### src/rtl/arrow_lanes.sv
// arrow_lanes: several arrows fall down the screen, one per fixed x column.
// Each lane runs its own WAIT/FALL/HIT/MISS state machine. Motion and respawn
// delays advance only on the frame tick. A shared LFSR supplies per-spawn speed
// and respawn delay. Button rising edges inside the hit window score a hit.
// Score and combo are shared across all lanes.
//
// Ports:
//   clk        system clock
//   rst        asynchronous active-high reset
//   animate    one-clk frame tick
//   x, y       current pixel column/row from the VGA scanner
//   btn        per-lane button levels (already synchronised)
//   arrow_pix  per-lane "pixel lies on this lane's glyph" (combinational)
//   any_pix    OR of arrow_pix
//   hit_pulse  per-lane one-clk hit pulse (registered)
//   miss_pulse per-lane one-clk miss pulse (registered)
//   yc_bus     lane i centre y at bits [10i+9:10i]
//   score      total hits, saturating at 16'hFFFF
//   combo      hits since the last miss, saturating at 255
module arrow_lanes #(
    parameter int         LANES      = 4,
    parameter int         LANE_X0    = 160,
    parameter int         LANE_PITCH = 100,
    parameter int         Y_START    = 50,
    parameter int         Y_MISS     = 460,
    parameter int         HIT_LO     = 400,
    parameter int         HIT_HI     = 440,
    parameter int         BASE_SPEED = 3,
    parameter int         RANDOM     = 1,
    parameter logic [7:0] LFSR_SEED  = 8'hA5
) (
    input  logic                  clk,
    input  logic                  rst,
    input  logic                  animate,
    input  logic [9:0]            x,
    input  logic [9:0]            y,
    input  logic [LANES-1:0]      btn,
    output logic [LANES-1:0]      arrow_pix,
    output logic                  any_pix,
    output logic [LANES-1:0]      hit_pulse,
    output logic [LANES-1:0]      miss_pulse,
    output logic [10*LANES-1:0]   yc_bus,
    output logic [15:0]           score,
    output logic [7:0]            combo
);

    typedef enum logic [1:0] {S_WAIT, S_FALL, S_HIT, S_MISS} lane_state_t;

    localparam logic [9:0]  Y_START_C = 10'(Y_START);
    localparam logic [9:0]  Y_MISS_C  = 10'(Y_MISS);
    localparam logic [10:0] Y_MISS_W  = 11'(Y_MISS);
    localparam logic [9:0]  HIT_LO_C  = 10'(HIT_LO);
    localparam logic [9:0]  HIT_HI_C  = 10'(HIT_HI);
    localparam logic [9:0]  BASE_C    = 10'(BASE_SPEED);

    lane_state_t     state_q [LANES];
    lane_state_t     state_d [LANES];
    logic [4:0]      cnt_q   [LANES];
    logic [4:0]      cnt_d   [LANES];
    logic [9:0]      yc_q    [LANES];
    logic [9:0]      yc_d    [LANES];
    logic [9:0]      spd_q   [LANES];
    logic [9:0]      spd_d   [LANES];

    logic [7:0]       lfsr_q, lfsr_d;
    logic [LANES-1:0] btn_q;
    logic [LANES-1:0] rise;
    logic [LANES-1:0] hit_q, miss_q;
    logic [15:0]      score_q, score_d;
    logic [7:0]       combo_q, combo_d;
    logic [9:0]       new_spd;
    logic [4:0]       new_dly;

    function automatic logic [3:0] popcount(input logic [LANES-1:0] v);
        logic [3:0] n;
        n = 4'd0;
        for (int k = 0; k < LANES; k++) begin
            n = n + {3'b000, v[k]};
        end
        return n;
    endfunction

    function automatic logic [15:0] sat_add16(input logic [15:0] a, input logic [3:0] b);
        logic [16:0] s;
        s = {1'b0, a} + {13'd0, b};
        return s[16] ? 16'hFFFF : s[15:0];
    endfunction

    function automatic logic [7:0] sat_add8(input logic [7:0] a, input logic [3:0] b);
        logic [8:0] s;
        s = {1'b0, a} + {5'd0, b};
        return s[8] ? 8'hFF : s[7:0];
    endfunction

    // Fibonacci LFSR, taps 8,6,5,4 (bits 7,5,4,3)
    assign lfsr_d = {lfsr_q[6:0], lfsr_q[7] ^ lfsr_q[5] ^ lfsr_q[4] ^ lfsr_q[3]};

    assign new_spd = (RANDOM != 0) ? BASE_C + {8'd0, lfsr_q[1:0]} : BASE_C;
    assign new_dly = (RANDOM != 0) ? {1'b0, lfsr_q[3:0]} + 5'd1 : 5'd1;

    assign rise = btn & ~btn_q;

    always_comb begin
        for (int i = 0; i < LANES; i++) begin
            logic [10:0] ny;
            ny         = {1'b0, yc_q[i]} + {1'b0, spd_q[i]};
            state_d[i] = state_q[i];
            cnt_d[i]   = cnt_q[i];
            yc_d[i]    = yc_q[i];
            spd_d[i]   = spd_q[i];
            case (state_q[i])
                S_WAIT: begin
                    if (animate) begin
                        if (cnt_q[i] == 5'd1) begin
                            yc_d[i]    = Y_START_C;
                            spd_d[i]   = new_spd;
                            state_d[i] = S_FALL;
                        end else begin
                            cnt_d[i] = cnt_q[i] - 5'd1;
                        end
                    end
                end
                S_FALL: begin
                    // A qualifying press wins over motion in the same clock.
                    if (rise[i] && (yc_q[i] >= HIT_LO_C) && (yc_q[i] <= HIT_HI_C)) begin
                        state_d[i] = S_HIT;
                    end else if (animate) begin
                        if (ny >= Y_MISS_W) begin
                            yc_d[i]    = Y_MISS_C;
                            state_d[i] = S_MISS;
                        end else begin
                            yc_d[i] = ny[9:0];
                        end
                    end
                end
                default: begin
                    state_d[i] = S_WAIT;
                    cnt_d[i]   = new_dly;
                end
            endcase
        end
    end

    always_comb begin
        score_d = sat_add16(score_q, popcount(hit_q));
        // A miss anywhere breaks the combo even if other lanes hit this clock.
        combo_d = (|miss_q) ? 8'd0 : sat_add8(combo_q, popcount(hit_q));
    end

    always_ff @(posedge clk or posedge rst) begin
        if (rst) begin
            lfsr_q  <= LFSR_SEED;
            btn_q   <= '0;
            hit_q   <= '0;
            miss_q  <= '0;
            score_q <= 16'd0;
            combo_q <= 8'd0;
            for (int i = 0; i < LANES; i++) begin
                state_q[i] <= S_WAIT;
                cnt_q[i]   <= 5'(2 * i + 1);
                yc_q[i]    <= Y_START_C;
                spd_q[i]   <= BASE_C;
            end
        end else begin
            lfsr_q  <= lfsr_d;
            btn_q   <= btn;
            score_q <= score_d;
            combo_q <= combo_d;
            for (int i = 0; i < LANES; i++) begin
                state_q[i] <= state_d[i];
                cnt_q[i]   <= cnt_d[i];
                yc_q[i]    <= yc_d[i];
                spd_q[i]   <= spd_d[i];
                hit_q[i]   <= (state_d[i] == S_HIT);
                miss_q[i]  <= (state_d[i] == S_MISS);
            end
        end
    end

    // Glyph rendering in 12-bit signed space so xc-k / yc-12 never wrap.
    logic signed [11:0] x_s, y_s;
    assign x_s = signed'({2'b00, x});
    assign y_s = signed'({2'b00, y});

    for (genvar g = 0; g < LANES; g++) begin : g_lane
        localparam logic signed [11:0] XC = 12'(LANE_X0 + g * LANE_PITCH);
        logic signed [11:0] yc_s;
        logic signed [11:0] kk;
        logic               stem, head;

        assign yc_s = signed'({2'b00, yc_q[g]});
        assign stem = (x_s >= XC - 12'sd6) && (x_s < XC + 12'sd6) &&
                      (y_s >= yc_s - 12'sd12) && (y_s < yc_s + 12'sd2);

        always_comb begin
            head = 1'b0;
            kk   = 12'sd0;
            for (int k = 0; k < 10; k++) begin
                kk = 12'(k);
                if ((x_s >= XC - 12'sd1 - kk) && (x_s < XC + 12'sd1 + kk) &&
                    (y_s >= yc_s + 12'sd9 - kk) && (y_s < yc_s + 12'sd12 - kk)) begin
                    head = 1'b1;
                end
            end
        end

        assign arrow_pix[g]        = (state_q[g] == S_FALL) && (stem || head);
        assign yc_bus[10*g +: 10]  = yc_q[g];
    end

    assign any_pix    = |arrow_pix;
    assign hit_pulse  = hit_q;
    assign miss_pulse = miss_q;
    assign score      = score_q;
    assign combo      = combo_q;

endmodule

### config.mk
export PLATFORM = sky130hd
export DESIGN_NAME = arrow_lanes
export DESIGN_NICKNAME = d
export VERILOG_FILES = /design/src/rtl/arrow_lanes.sv
export SDC_FILE = /design/constraint.sdc
export NUM_CORES = 1
export LEC_CHECK = 0
export CAP_MARGIN = 25
export CORE_MARGIN = 4
export CORE_UTILIZATION = 30
export DETAILED_ROUTE_END_ITERATION = 8
export GPL_TIMING_DRIVEN = 1
export PLACE_DENSITY_LB_ADDON = 0.3
export SETUP_SLACK_MARGIN = 0.1
export SLEW_MARGIN = 15
export SYNTH_ARGS = -nofsm -noshare
export SYNTH_HDL_FRONTEND = slang
export SYNTH_SLANG_ARGS = --single-unit
### constraint.sdc
create_clock -name clk -period 15.5 [get_ports clk]
set_input_delay 1.55 -clock clk [delete_from_list [all_inputs] [get_ports clk]]
set_output_delay 1.55 -clock clk [all_outputs]
set_load 0.05 [all_outputs]
# Yosys cells after proc, flatten, opt, wreduce, memory -nomap -nowiden
# Cells that the tools add are included.
[word_totals] reg_bits=152 input_bits=27 out_inout_bits=77 word_cells=619
[classes] n_addsub=103 n_lt_le_gt_ge=180 n_eq_ne=36 n_mux=103 bitwise=9 reduce_logical=166
[ops] op=">= comparator 11 x 12 -> 1 bit" count=40
[ops] op="< comparator 11 x 12 -> 1 bit" count=40
[ops] op="subtractor 12 x 4 -> 12 bit, second input constant" count=32
[ops] op="< comparator 10 x 9 -> 1 bit, second input constant" count=30
[ops] op=">= comparator 10 x 9 -> 1 bit, second input constant" count=28
[ops] op="2-to-1 mux 10 bit" count=20
[ops] op="subtractor 12 x 3 -> 12 bit, second input constant" count=16
[ops] op=">= comparator 10 x 8 -> 1 bit, second input constant" count=16
[ops] op="logical AND 1 bit" count=140
[ops] op="< comparator 10 x 8 -> 1 bit, second input constant" count=10
[ops] op="subtractor 11 x 4 -> 12 bit, second input constant" count=8
[ops] op="subtractor 12 x 2 -> 12 bit, second input constant" count=8
[ops] op="subtractor 12 x 5 -> 12 bit, second input constant" count=8
[ops] op="adder 10 x 4 -> 11 bit, second input constant" count=8
[ops] op="case mux 10 bit (2 select lines)" count=4
[ops] op="adder 10 x 10 -> 11 bit" count=4
[ops] op="adder 10 x 2 -> 11 bit, second input constant" count=4
[ops] op=">= comparator 11 bit" count=4
[ops] op=">= comparator 11 x 9 -> 1 bit, second input constant" count=4
[ops] op="< comparator 10 x 11 -> 1 bit" count=4
[ops] op="subtractor 10 x 4 -> 11 bit, second input constant" count=4
[ops] op="less-or-equal comparator 10 x 9 -> 1 bit, second input constant" count=4
[ops] op="2-to-1 mux 1 bit" count=40
[ops] op="2-to-1 mux 2 bit" count=20
[ops] op="other kinds (27)" count=101

# Longest topological paths before layout
# Gate-level depths: netlist of run 1.
[depth] word_depth=17 depth_mapped=26

# Least setup slack after synthesis of run 1
# No wires, ideal clock.
[synth_timing] kind="reg2out" from="register yc_q (netlist bit yc_bus[23])" to="output any_pix" arrival_time_ns=6.336 path_slack_ns=7.614 stages_incl_launch_ff=26 path_buffers=6 path_cell_list="dfrtp_1 buf_2 buf_1 buf_1 inv_1 ha_1 a21oi_1 xnor2_1 clkinv_1 buf_1 ha_1 clkbuf_1 and3_1 clkbuf_1 o21ai_0 xnor2_1 ha_1 and4_1 a2111oi_0 nand2_1 o21ai_0 o32ai_1 a32oi_1 nand4_1 o41ai_1 nand4_1"
[synth_between] elab_chain_cells=17
[synth_lines] item="start: declaration" line_no="60" source="logic [9:0] yc_q [LANES];"
[synth_lines] item="start signal: indexed assignment" line_no="172" source="yc_q[i] <= yc_d[i];"
[synth_lines] item="adder 10 x 4 -> 11 bit" line_no="201" source="(y_s >= yc_s + 12'sd9 - kk) && (y_s < yc_s + 12'sd12 - kk)) begin"
[synth_lines] item="subtractor 12 x 2 -> 12 bit or >= comparator 11 x 12 -> 1 bit (tied branches)" line_no="201"
[synth_lines] item=">= comparator 11 x 12 -> 1 bit or logical AND 1 bit (tied branches)" line_no="201, 200"
[synth_lines] item="logical AND 1 bit, on equally long branches" line_no="200, 201"
[synth_lines] item="logical AND 1 bit or 2-to-1 mux 1 bit (tied branches)" line_no="201, 200"
[synth_lines] item="2-to-1 mux 1 bit (9 in a row)" line_no="200" source="if ((x_s >= XC - 12'sd1 - kk) && (x_s < XC + 12'sd1 + kk) &&"
[synth_lines] item="logical OR 1 bit *" line_no="207" source="assign arrow_pix[g] = (state_q[g] == S_FALL) && (stem || head);"
[synth_lines] item="logical AND 1 bit *" line_no="207"
[synth_lines] item="OR reduction 4 bit *" line_no="211" source="assign any_pix = |arrow_pix;"
[synth_lines] item="end: declaration" line_no="39" source="output logic any_pix,"
# Every way passes the cells marked *; elsewhere a longest branch is shown, timed or not.

# Final worst setup path of run 1
[layout_timing] from="register yc_q (netlist bit yc_bus[20])" to="output any_pix"
# Same word-level chain as after synthesis.

==> metrics.md, run 1 <==
| Metric | Value |
|---|---|
| Status | `completed` |
| Worst r2r src | `yc_bus[1]` |
| Peak VDD IR | `just under 100 uV` |
| Layout Nets | `around 5600` |
| Placed cell areas | `0.0396 mm^2` |
| FP Rows | `about 130` |
| Final TNS setup | `0 ns` |
| Ports | `between 100 and 150` |
| Post-synth cell types | `108` |
| Worst-path fanout max | `17` |
| PD cells | `roughly 200 mW/mm^2` |
| Compound-Gate Fraction of Synth Area | `between 20% and 30%` |
| Delay of the slowest critical-path stage | `approximately 0.8 ns` |
| Setup ws final | `roughly 6.4 ns` |
| Final worst-path cycle share | `between 50% and 60%` |
| Main synth FF type | `dfrtp_1` |
| Vert. Die Dim | `roughly 360 um` |
| Clock sink count | `approximately 120` |
| Final core utilization | `around a third` |
| Clock root buffer | `clkbuf_16` |
| R2R depth | `11` |
| Slew HR | `23.3%` |
| Core area | `roughly 0.12 mm^2` |
| Clk_lat worst skew | `about 0.50 ns` |
| Depth of the worst hold-timing path | `0` |
| Psw | `~0.0047 W` |
| Max Buffers Root-to-Sink | `2` |
| HP Start | `lfsr_q[6]` |
| Initial core utilization | `between 30% and 40%` |
| CP Buf/Inv Count | `2` |
| Leak pwr | `around 17 nW` |
| Fraction of layout instances using a drive strength above 1 | `between 5 and 6%` |
| Synth Instances | `roughly 4700` |
| Die width | `358 um` |
| Initial DRT Pass Iterations | `5` |
| Top achievable clock speed | `between 100 and 150 MHz` |
| Mean Syn Cell Area | `7.75 um^2` |
| Xor and xnor area share after synthesis | `15.6%` |
| Initial antenna violation count | `11` |
| Syn nets | `about 5600` |
| Reg power frac | `between 7 and 8%` |
| Hpwl dp | `between 100 and 150 mm` |
| Total Wirelength | `139 mm` |
| Maximum number of pins on one net before global-route repair | `72` |
| Global-route wire length before repair | `between 200 and 250 mm` |
| Critical Path AT | `7.59 ns` |
| Post-CTS setup buffer count | `0` |
| Area leader, netlist | `ha_1` |
| Number of gates resized after cts | `0` |
| Cell mode on critical path | `ha_1` |
| Synth area leaders | `ha_1 (29%), xnor2_1 (12%), dfrtp_1 (6.3%)` |
| Most frequent cell after synthesis | `ha_1` |
| Via/cell ratio | `roughly 5.7` |
| Cell area after synthesis | `around 0.037 mm^2` |
| CP max stage cell | `clkdlybuf4s50_1` |
| Final setup violating endpoints | `0` |
| Critical Path RT | `between 10 and 15 ns` |
| RSZ-0062 raised after global routing | `no` |
| Clock power frac | `under 10%` |
| Worst Tran Pin Value | `1.15 ns` |
| Net Sw Frac | `between 50% and 60%` |
| Routed WL per cell | `around 22 um` |
| Fin crit period | `9.14 ns` |
| Pre-CTS setup slack | `around 7.1 ns` |
| CTS tree | `done` |
| Crit path capture type | `output port` |
| Combinational power share | `87.4%` |
| Internal power | `~0.0034 W` |
| Crit path cell chain | `ha_1, a21oi_1, xnor2_1, clkinv_1, ha_1, xor2_1, ha_1, a21o_1, a21o_1, a211o_1, a221oi_1, o31ai_1, o311a_1, a211oi_1, nand4_1, o41ai_2, nand4_1, clkdlybuf4s50_1` |
| CP delay by family, top | `compound AO/OA/AOI/OAI gates` |
| Seq/Total Area, Yosys | `about 8.6%` |
| Largest family of logic cells by synthesized area | `adder cells` |
| Total congestion overflow | `0` |
| Final instance area | `between 0.04 and 0.05 mm^2` |
| Vias in the first global route | `~35000` |
| Global Route Usage Sum | `21.2%` |
| WP depth | `18` |
| Clock transition at path regs | `about 0.070 ns` |
| Die Footprint | `about 0.13 mm^2` |
| Yosys warning count | `0` |
| Startpoint Class | `register` |
| RD Place Congestion | `about 1` |
| Post-synthesis adder-cell area fraction | `between 20% and 30%` |
| Slew Viols, Final | `0` |
| Area share of the largest cell type after synthesis | `~29%` |
| Starting DRT DRC Count | `around 3000` |
| Post-synth EDFFs | `0` |
| Critical path class | `reg -> out` |
| Synth async-reset ratio | `between 90% and 100%` |
| Via count | `~36000` |
| Htree depth | `4` |
| Simple-gate area share of the yosys netlist | `around 19%` |
| Cts hold-fix bufs | `0` |
| Worst setup path startpoint | `yc_bus[20]` |
| Layout area overhead | `9.53%` |
| Total CTS buffers | `17` |
| Multiplexer area fraction after synthesis | `0.279%` |
| Max-cap viol count | `0` |
| IO Port Bufs | `103` |
| Fin Clk Skew | `0.0237 ns` |
| DRC violations left | `0` |
| Final hold viol count | `0` |
| Hold Crit Class | `reg -> reg` |
| Yosys reg bits | `approximately 120` |
| Final antenna-violating net count | `0` |
| Top post-synthesis cells by count | `ha_1 (838), xnor2_1 (483), nand2_1 (449), a21oi_1 (331), nor2_1 (330)` |
## cell families after synthesis
group	after synthesis
AND/OR/NAND/NOR	1455
AO/OA/AOI/OAI	1277
adder cells (fa/ha/maj)	845
XOR/XNOR	649
buffers and inverters	376
flip-flops	124
multiplexers	10
## per-stage QoR
stage	power (W)	instances	hold slack [ns]
floorplan	0.00563	4736	0.333
CTS	0.00802	6374	0.363
global placement	0.00745	6342	0.334
detailed placement	0.00753	6342	0.356
global route	0.00892	6376	0.375
finish	0.00809	6380	0.359
## placed cells by master (no fill, tap or decap), types with 20 or more instances in the layout
master / count
nor2b_1: 69
nand3_1: 146
buf_4: 98
a31oi_1: 41
o211ai_1: 59
nand4_1: 60
a2111oi_0: 27
o21a_1: 81
nor4_1: 40
o31ai_1: 21
o22ai_1: 25
o2111ai_1: 25
nand2b_1: 48
ha_1: 838
dfrtp_1: 92
xnor2_1: 479
and2_1: 36
nor3_1: 89
xor2_1: 159
inv_1: 148
dfstp_2: 32
or2_2: 20
and3_1: 34
o22a_1: 26
clkdlybuf4s50_1: 94
or3_1: 29
a21o_1: 98
a211oi_1: 54
nor2_1: 330
o21ai_0: 271
a21oi_1: 331
nand2_1: 449
## worst paths after layout
check / end / slack (ns)
setup / recovery: any_pix / 6.36
min in group asynchronous: score[12] / 1.55
hold / removal: lfsr_q[7] / 0.36
setup reg to reg: hit_pulse[0] / 11.39
max in group asynchronous: yc_bus[38] / 12.68
hold reg to reg: lfsr_q[7] / 0.36
## sequential cells by signal, indices dropped and copies added, names as in the netlist, 8 cells and up
signal   cells
lfsr_q       8
cnt_q       20
state_q      8
yc_bus      40
spd_q       12
combo        8
score       16
## layout make-up
cell class / instances / area [um^2]
Tap cell: 1625 / 2030
Inverter: 164 / 621
Timing Repair Buffer: 195 / 1710
Multi-Input combinational cell: 4236 / 32100
Clock inverter: 15 / 173
Antenna cell: 4 / 10.0
Sequential cell: 124 / 3140
Fill cell: 13000 / 81500
Clock buffer: 17 / 425
## per-layer routing
| metal | share of wire [%] | routed length (um) | global-route usage, % | up-vias |
|---|---|---|---|---|
| li1 | - | - | - | 17300 |
| met4 | 3.0 | 4190 | 6.41 | 10 |
| met1 | 46 | 63700 | 29.3 | 17300 |
| met3 | 6.7 | 9340 | 3.10 | 248 |
| met2 | 45 | 62100 | 34.0 | 1250 |
| met5 | 0.044 | 61 | 0 | - |
## power groups by stage
stage	Clock [W]	Sequential [W]	Combinational [W]
floorplan	0	0.000628	0.00500
global placement	0	0.000586	0.00686
detailed placement	0	0.000592	0.00694
CTS	0.000443	0.000587	0.00699
global route	0.000454	0.000605	0.00786
finish	0.000432	0.000589	0.00707
No activity file was read; power rests on OpenSTA's default activity.
==> inputs of run 2 (changes only) <==
clock period = 7.9 ns   (was 15.5 ns; I/O delays follow)
==> run 2 against run 1 <==
Setup slack got worse by 5.9 ns. Critical path depth rose by 4. Combinational power rose by 97%. Die area did not move. Global-route usage rose by 0.25 points. Via count barely moved. Final cell count rose by 0.20%. Total power rose by 97%. Wire length rose by 0.96%. Design area rose by 0.34%. Utilization rose by 0.11 points. Critical path type unchanged. Critical endpoint is now arrow_pix[3].
==> metrics.md, run 2 (synthesized netlist as in run 1, its figures left out) <==
| Metric | Value |
|---|---|
| Status | `completed` |
| Vert. Die Dim | `358 um (unchanged)` |
| Global-route wire length before repair | `215 mm (+0.28%)` |
| CP delay by family, top | `compound AO/OA/AOI/OAI gates` |
| Final TNS setup | `0 ns (unchanged)` |
| Clk_lat worst skew | `0.49 ns (about the same)` |
| Cells after DPL | `6356 (+0.22%)` |
| Worst Tran Pin Value | `1.05 ns (-0.0993 ns)` |
| Critical Path RT | `7.11 ns (-6.84 ns)` |
| Maximum number of pins on one net before global-route repair | `79 (+9.7%)` |
| Final setup violating endpoints | `0 (unchanged)` |
| Htree depth | `4 (unchanged)` |
| Slew HR | `29.7% (+6.5 points)` |
| Initial DRT Pass Iterations | `5 (unchanged)` |
| Die width | `358 um (unchanged)` |
| Core area | `0.122 mm^2 (unchanged)` |
| Via count | `36100 (-0.039%)` |
| Startpoint Class | `register` |
| Layout area overhead | `9.90%` |
| Global Route Usage Sum | `21.4% (+0.25 points)` |
| PD cells | `394 mW/mm^2 (+96%)` |
| Critical Path AT | `6.68 ns (-0.91 ns)` |
| Peak VDD IR | `180 uV (+85%)` |
| Metal-1 WL | `61.8 mm (-2.9%)` |
| Initial antenna violation count | `13 (+2)` |
| Most common cell after layout, fill and taps aside | `ha_1` |
| Die Footprint | `0.128 mm^2 (unchanged)` |
| Top achievable clock speed | `~130 MHz` |
| Hpwl dp | `105 mm (+1.1%)` |
| Fill cells | `13100 (+0.68%)` |
| Crit path cell chain | `ha_1, a21oi_1, xnor2_1, buf_4, inv_1, ha_1, nand3_1, nor2_1, xor2_1, ha_1, a211oi_1, o21ai_0, a21oi_1, o21ai_0, a21oi_1, o22ai_1, o211ai_1, o2111ai_1, o41ai_1, buf_4, inv_1, clkdlybuf4s50_1` |
| Max Buffers Root-to-Sink | `2 (unchanged)` |
| Final hold viol count | `0 (unchanged)` |
| Via/cell ratio | `5.64 (-0.24%)` |
| DR top layer | `met5` |
| Post-CTS setup buffer count | `0 (unchanged)` |
| Clock root buffer | `clkbuf_16` |
| Vias in the first global route | `34900 (+0.35%)` |
| Delay of the slowest critical-path stage | `0.72 ns (-0.09 ns)` |
| Max-cap viol count | `0 (unchanged)` |
| Met3 WL | `11.1 mm (+19%)` |
| Total Wirelength | `141 mm (+0.96%)` |
| RD Place Congestion | `0.962 (-0.93%)` |
| CP Buf/Inv Count | `5 (+3)` |
| Max reg flops | `40 (unchanged)` |
| Commonest non-fill, non-tap cells in the layout | `ha_1 (838), xnor2_1 (479), nand2_1 (449)` |
| Min Hold Slack | `0.352 ns (-0.00690 ns)` |
| Critical path class | `reg -> out` |
| Initial core utilization | `30.2% (unchanged)` |
| Hold Crit Class | `reg -> reg` |
| Final antenna-violating net count | `0 (unchanged)` |
| Worst-path fanout max | `15 (-2)` |
| Clock sink count | `124 (unchanged)` |
| CTS tree | `done` |
| Cts hold-fix bufs | `0 (unchanged)` |
| DRC violations left | `0 (unchanged)` |
| Leak pwr | `16.7 nW (+0.54%)` |
| CP max stage cell | `dfrtp_1` |
| Fin crit period | `between 7 and 8 ns` |
| Slew Viols, Final | `0 (unchanged)` |
| Ports | `104 (unchanged)` |
| IO Port Bufs | `103 (unchanged)` |
| Fin Clk Skew | `0.0292 ns (+0.00550 ns)` |
| Number of gates resized after cts | `0 (unchanged)` |
| Crit path capture type | `output port` |
| Clock transition at path regs | `0.06 ns (about the same)` |
| Total congestion overflow | `0 (unchanged)` |
| Total CTS buffers | `17 (unchanged)` |
| Post-Layout Cell Count | `6393 (+0.20%)` |
| Fraction of layout instances using a drive strength above 1 | `5.69% (+0.32 points)` |
| Routed WL per cell | `22.0 um (+0.75%)` |
| FP Rows | `128 (unchanged)` |
| Layout Nets | `5623 (+0.23%)` |
| Met2 routed wirelength | `62.2 mm (+0.11%)` |
| Starting DRT DRC Count | `3114 (+3.7%)` |
| Final worst-path cycle share | `between 90% and 100%` |
| RSZ-0062 raised after global routing | `no` |
## run 2: worst paths after layout
path / startpoint / to / slack, ns / cells after the start
max reg2reg: yc_bus[1] / miss_pulse[0] / 3.64 / 11
max in group asynchronous: rst / cnt_q[19] / 5.84 / 3
min in group asynchronous: rst / score[14] / 0.80 / 2
min: lfsr_q[6] / lfsr_q[7] / 0.35 / 0
max: yc_bus[30] / arrow_pix[3] / 0.43 / 22
min reg2reg: lfsr_q[6] / lfsr_q[7] / 0.35 / 0
## run 2: final cells by class
cell class / count / area, um^2 / share of cell area, %
diodes: 4 / 10.0 / 0.0248
clock buffers: 20 / 457 / 1.13
clock inverters: 12 / 139 / 0.344
inverters: 164 / 621 / 1.54
multi-input cells: 4236 / 32100 / 79.6
flip-flops and latches: 124 / 3140 / 7.79
well taps: 1625 / 2030 / 5.04
repair buffers: 208 / 1850 / 4.57
## run 2: metrics by stage
stage	power (W)	instance area, um^2	worst slack (ns)	utilization (%)
final	0.0159	40400	0.427	33.2
after floorplan	0.0110	36700	0.774	-
after CTS	0.0158	40300	0.520	33.1
after global placement	0.0146	39700	1.20	32.6
after global routing	0.0176	40300	0.101	33.1
after detailed placement	0.0148	39700	1.10	32.7
## run 2: routing by layer
layer,global-route usage (%),up-vias
met5,0,-
met2,34.2,1277
met1,28.6,17200
met4,8.00,16
li1,-,17300
met3,4.10,276
## run 2: report_power, final
group          internal [W]  leakage [nW]  switching, W
sequential         0.000832          1.55      0.000332
clock              0.000483         0.291      0.000354
combinational       0.00547          14.8       0.00844
